`src/rtl/y_adder.sv`:
```
// Registered WIDTH-bit ripple-carry adder built from 1-bit full-adder cells.
// Optional macro YADDER_OVF_EN adds a registered signed-overflow output `ovf`.

module y_adder_fa (
    input  logic a,
    input  logic b,
    input  logic ci,
    output logic s,
    output logic co
);

    logic p;

    assign p  = a ^ b;
    assign s  = p ^ ci;
    assign co = (a & b) | (ci & p);

endmodule

module y_adder #(
    parameter int WIDTH = 32
) (
    input  logic             clk,
    input  logic             rst_n,
    input  logic             in_valid,
    input  logic [WIDTH-1:0] a,
    input  logic [WIDTH-1:0] b,
    input  logic             cin,
    output logic             out_valid,
    output logic [WIDTH-1:0] z,
    output logic             cout
`ifdef YADDER_OVF_EN
    ,
    output logic             ovf
`endif
);

    // c[i] is the carry into bit i; c[WIDTH] is the carry out of the top bit.
    logic [WIDTH:0]   c;
    logic [WIDTH-1:0] s;

    assign c[0] = cin;

    for (genvar i = 0; i < WIDTH; i++) begin : g_bit
        y_adder_fa u_fa (
            .a  (a[i]),
            .b  (b[i]),
            .ci (c[i]),
            .s  (s[i]),
            .co (c[i+1])
        );
    end

    // out_valid follows in_valid every cycle, so it is a one-cycle pulse per
    // accepted operand set; the data registers only load on accepted cycles.
    // NOTE: sequential state uses non-blocking (<=) so every register samples
    // pre-edge values, regardless of statement order or block order.
    always_ff @(posedge clk or negedge rst_n) begin
        if (!rst_n) begin
            out_valid <= 1'b0;
            z         <= '0;
            cout      <= 1'b0;
        end else begin
            out_valid <= in_valid;
            if (in_valid) begin
                z    <= s;
                cout <= c[WIDTH];
            end
        end
    end

`ifdef YADDER_OVF_EN
    // Signed overflow: carry into the sign bit differs from carry out of it.
    always_ff @(posedge clk or negedge rst_n) begin
        if (!rst_n) begin
            ovf <= 1'b0;
        end else if (in_valid) begin
            ovf <= c[WIDTH] ^ c[WIDTH-1];
        end
    end
`endif

endmodule

```
`config.mk`:
```
export PLATFORM = sky130hd
export DESIGN_NAME = y_adder
export DESIGN_NICKNAME = d
export VERILOG_FILES = /design/src/rtl/y_adder.sv
export SDC_FILE = /design/constraint.sdc
export NUM_CORES = 1
export LEC_CHECK = 0
export BUFFER_PORTS_ARGS = -buffer_cell sky130_fd_sc_hd__buf_2
export CAP_MARGIN = 5
export CORE_MARGIN = 2
export CORE_UTILIZATION = 46
export CTS_CLUSTER_SIZE = 40
export DETAILED_ROUTE_END_ITERATION = 10
export PLACE_DENSITY = 0.8
export SYNTH_ARGS = -nofsm -noshare
export SYNTH_HDL_FRONTEND = slang
export SYNTH_SLANG_ARGS = --single-unit
```
`constraint.sdc`:
```
create_clock -name clk -period 0.8 [get_ports clk]
set_clock_uncertainty 0.05 [all_clocks]
set_input_delay 0.08 -clock clk [delete_from_list [all_inputs] [get_ports clk]]
set_output_delay 0.08 -clock clk [all_outputs]
set_load 0.1 [all_outputs]
```
======== After elaboration in Yosys (flattened, before gate mapping) ========
Index checks and enable logic that the tools add are counted.
storage, ports and cells
  word-level logic and storage cells ...... 163
  register bits ........................... 34
cells by class
  bitwise gates (word level) .............. 160
operators by type and width
  cell               number
  1-bit bitwise AND  64
  1-bit XOR          64
  1-bit bitwise OR   32

======== Depth between registers and ports, before layout ========
  word-level depth ........................ 65
  gate-level depth with buffers ........... 36

======== Modules after synthesis ========
Synthesis repeated with hierarchy kept, for this count alone.
unflattened totals
  cell total of the unflattened synthesis .. 103
  area, all modules ....................... 2047.0 sq um
modules (own cells, without submodules)
  module      cells an instance  times used  area an instance (sq um)
  y_adder     71                 1           1406.3
  y_adder_fa  1                  32          20.0

======== Least setup slack after synthesis ========
Ideal clock, no wire load.
  path kind ............................... input to register
  from .................................... input a[0]
  to ...................................... register z[31]
  setup slack ............................. -11.627 ns
  stages on the path ...................... 36
  required time ........................... 0.672 ns
  arrival time ............................ 12.299 ns
  cell sequence ........................... fa_1 > fa_1 > fa_1 > fa_1 > fa_1 > fa_1 > fa_1 > fa_1 > fa_1 > inv_1 > fa_1 > inv_1 > fa_1 > fa_1 > fa_1 > fa_1 > fa_1 > fa_1 > fa_1 > fa_1 > fa_1 > fa_1 > fa_1 > fa_1 > fa_1 > fa_1 > fa_1 > fa_1 > fa_1 > fa_1 > fa_1 > fa_1 > fa_1 > inv_1 > fa_1 > a21oi_1
between the ends
  cells in the longest elaborated chain, start to end .. 64
  elaborated cells on any way between the ends .. 65
  those cells by class .................... bitwise: 65
RTL lines
  element               RTL line  text
  from (decl)           26        input logic [WIDTH-1:0] a,
  1-bit XOR             14        assign p = a ^ b;
  1-bit bitwise AND     16        assign co = (a & b) | (ci & p);
  1-bit bitwise OR *    16
  1-bit bitwise AND *   16
  1-bit bitwise OR *    16
  1-bit bitwise AND *   16
  1-bit bitwise OR *    16
  1-bit bitwise AND *   16
  [... 48 more ...]     n/a
  1-bit bitwise OR *    16
  1-bit bitwise AND *   16
  1-bit bitwise OR *    16
  1-bit bitwise AND *   16
  1-bit bitwise OR *    16
  1-bit bitwise AND *   16
  1-bit bitwise OR *    16
  1-bit XOR *           15        assign s = p ^ ci;
  to (signal assigned)  66        z <= s;
  to (decl)             30        output logic [WIDTH-1:0] z,
Every way passes the cells marked *; elsewhere a longest branch is shown, timed or not.
A chain may end at the register's enable or synchronous reset.

======== Worst setup path after layout ========
Same ends and word-level chain as after synthesis.

==> impl_metrics.py <==
metrics = {
    "status": {
        "run_status": "finished, violations left",
        "violations": "setup timing",
    },
    "setup_path": {
        "crit_path_frequent_cell": "sky130_fd_sc_hd__fa_2",
        "r2r-end": "z[0]",
        "timing.reg2reg.setup_slack_ns": -0.22,
        "slowest_delay_ns": 0.41,
        "crit_fanout": 1,
        "cp_slowest_cell": "sky130_fd_sc_hd__fa_2",
        "worst-endpoint-arrival_ns": 11.80,
        "worst-r2r-cell-count": 2,
        "required_ns": 0.96,
        "cp-end-kind": "flip-flop",
        "path_buf_inv": 4,
        "critPathLaunchType": "input port",
        "worst_path_dominant_cell_family": "adder cells",
        "timing.rr.start": "z[0]",
        "worstSetupPathType": "input port to flip-flop",
    },
    "global_routing": {
        "antenna_found_initial": 0,
        "grt_pass1_wl_mm": 9.30,
        "global_route.overflow_total": 0,
        "pin_count_of_the_biggest_net_entering_global_routing": 35,
        "grt.total_usage": 0.251,
        "number_of_global_route_vias_before_repair": 1820,
    },
    "timing": {
        "clock.fmax_mhz": 85.9,
        "final.period_utilization": 14.6,
        "tightest_slew_ns": 0.191,
        "slew_headroom": 0.873,
        "grt_setup_unrepaired": "true",
        "final_hold_viol_count": 0,
        "period_needed_ns": 11.64,
        "finalSetupTns_ns": -194.29,
        "final-setup-viol-count": 67,
        "worst_hold_slack_ns": 0.156,
        "slew_viol_final": 0,
        "fin_ws_ns": -10.84,
    },
    "floorplan": {
        "start_util": 0.474,
        "fp.dieW_um": 70.5,
        "count_of_standard_cell_rows": 24,
        "floorplan.die.height_um": 70.5,
        "fp.coreArea_um2": 4290,
        "ioPinCount": 102,
        "die-area_um2": 4970,
    },
    "detailed_routing": {
        "route.vias.total": 1499,
        "antenna_left": 0,
        "drt_pass1_iterations": 4,
        "detail_route.wirelength_mm": 5.78,
        "drt_first_iter_violations": 34,
        "route.detailed.wl_per_inst_um": 18.4,
        "routed_via_density": 4.76,
        "post-route-drc-count": 0,
    },
    "cells_and_area": {
        "summed_area_of_non_filler_cells_in_the_final_layout_um2": 3800,
        "area.sequential_um2": 895,
        "filler_cell_count": 171,
        "finalNetCount": 362,
        "layout_area_overhead_pct": 86.7,
        "layout-drive-gt1-share": 0.954,
        "ant_diodes": 0,
        "multi_input_logic_area_um2": 1200,
    },
    "place": {
        "post-place-ws_ns": -11.08,
        "portBuffers": 101,
        "gp_congestion": 0.787,
        "dpl-instance-area_um2": 3460,
        "dpl.hpwl_mm": 4.12,
    },
    "clock_network": {
        "number_of_clock_buffers_inserted_by_tritoncts": 5,
        "tritoncts": "built",
        "cts.clk_slew.worst_paths_ns": 0.07,
        "root_buffer": "sky130_fd_sc_hd__clkbuf_8",
        "clock_path_buffers": 2,
        "cts-htree-levels": 2,
        "clock_insertion_delay_worst_skew_ns": 0.27,
        "clock-sinks": 34,
    },
    "power_and_ir_drop": {
        "p_switching_w": 0.00510,
        "comb_pwr_share": 0.664,
        "power.share.switching": 0.450,
        "power.static_leakage_nw": 1.76,
        "worst_ir_drop_on_vdd_v": 0.00238,
        "power-per-cell-area_nw_per_um2": 2980,
        "share_seq_of_total_power": 0.223,
        "share_clk_of_total_power": 0.112,
        "p_total_w": 0.0113,
        "internal_cell_power_w": 0.00624,
    },
    "worst_hold_path": {
        "timing.hold.worst_endpoint": "out_valid",
        "hp-class": "input port to flip-flop",
        "hold_start": "in_valid",
        "min_path_cells": 2,
    },
    "synthesis": {
        "synth.net_count": 213,
        "post_synth_num_cell_types": 9,
        "ys_warn_count": 0,
        "yosys_register_bits": 34,
        "synthesis.area_per_instance_um2": 18.0,
        "seq_area_frac_synth": 0.418,
        "syn-cell-area_um2": 2030,
        "postSynthCellCount": 113,
    },
    "job": {
        "cap_violations": 0,
    },
}
[what timing repair did]
action,CTS,global route
setup buffers,6,5
setup endpoints to repair,67,67
hold buffers,1,0
gates cloned,0,0
endpoints found under the hold margin,34,0
resized for setup,38,6
pin swaps,0,0
[registers in the layout, summed over array words and instances (netlist names)]
| signal | flops |
|---|---|
| out_valid | 1 |
| z | 32 |
| cout | 1 |
[placed cells by master (no fill, tap or decap), types with 3 or more instances in the layout]
master,Yosys,final
sky130_fd_sc_hd__fa_2,0,31
sky130_fd_sc_hd__buf_4,0,10
sky130_fd_sc_hd__inv_1,7,4
sky130_fd_sc_hd__nor2_1,3,3
sky130_fd_sc_hd__inv_2,0,3
sky130_fd_sc_hd__dfrtp_2,0,32
sky130_fd_sc_hd__buf_6,2,33
sky130_fd_sc_hd__buf_12,2,37
sky130_fd_sc_hd__buf_2,0,65
sky130_fd_sc_hd__clkbuf_8,0,6
sky130_fd_sc_hd__mux2_4,24,29
[power by group through the flow]
stage / sequential (W) / clock, W / combinational (W)
3_3_place_gp: 0.00244 / 0 / 0.00685
3_5_place_dp: 0.00247 / 0 / 0.00700
6_report: 0.00253 / 0.00127 / 0.00753
2_1_floorplan: 0.00543 / 0 / 0.000919
5_1_grt: 0.00257 / 0.00140 / 0.00778
4_1_cts: 0.00251 / 0.00131 / 0.00741
[kinds of logic after synthesis]
kind of cell	count (synthesis)	synth area share
flip-flops	34	0.418
multiplexers	30	0.210
AO/OA/AOI/OAI	3	0.00738
AND/OR/NAND/NOR	3	0.00553
adder cells (fa/ha/maj)	32	0.315
buffers and inverters	11	0.0437
[metal layers]
metal  vias up  share of wire  GRT usage
met5         -              0          0
met4         0          0.026     0.0833
met3        15          0.049     0.0447
met2        63           0.57      0.466
met1       761           0.35      0.291
li1        660              -          -
[cells in the mapped netlist]
cell                      number  area share
sky130_fd_sc_hd__a21oi_1       3      0.0074
sky130_fd_sc_hd__buf_12        2       0.020
sky130_fd_sc_hd__buf_6         2       0.011
sky130_fd_sc_hd__dfrtp_1      34        0.42
sky130_fd_sc_hd__fa_1         32        0.31
sky130_fd_sc_hd__inv_1         7       0.013
sky130_fd_sc_hd__mux2_2        6       0.033
sky130_fd_sc_hd__mux2_4       24        0.18
sky130_fd_sc_hd__nor2_1        3      0.0055
[cell type report]
class / count / area share
Inverter: 7 / 0.00692
Sequential cell: 34 / 0.236
Clock inverter: 1 / 0.00132
Clock buffer: 7 / 0.0227
Tap cell: 52 / 0.0171
Multi-Input combinational cell: 68 / 0.316
Timing Repair Buffer: 146 / 0.401
[per-stage QoR]
step | utilization | instances
final | 0.885 | 315
after global routing | 0.885 | 315
after CTS | 0.874 | 311
after detailed placement | 0.807 | 296
after floorplan | - | 113
after global placement | 0.807 | 296
[worst max-delay path by stage]
| stage | from | endpoint | slack (ns) | depth (start not counted) |
|---|---|---|---|---|
| floorplan | a[0] | z[31] | -10.48 | 36 |
| global placement | a[0] | z[31] | -10.83 | 37 |
| detailed placement | a[0] | z[31] | -11.08 | 37 |
| CTS | a[0] | z[31] | -10.81 | 37 |
| global route | a[0] | z[31] | -11.11 | 37 |
| finish | a[0] | z[31] | -10.84 | 37 |
No activity file was read; power rests on OpenSTA's default activity.
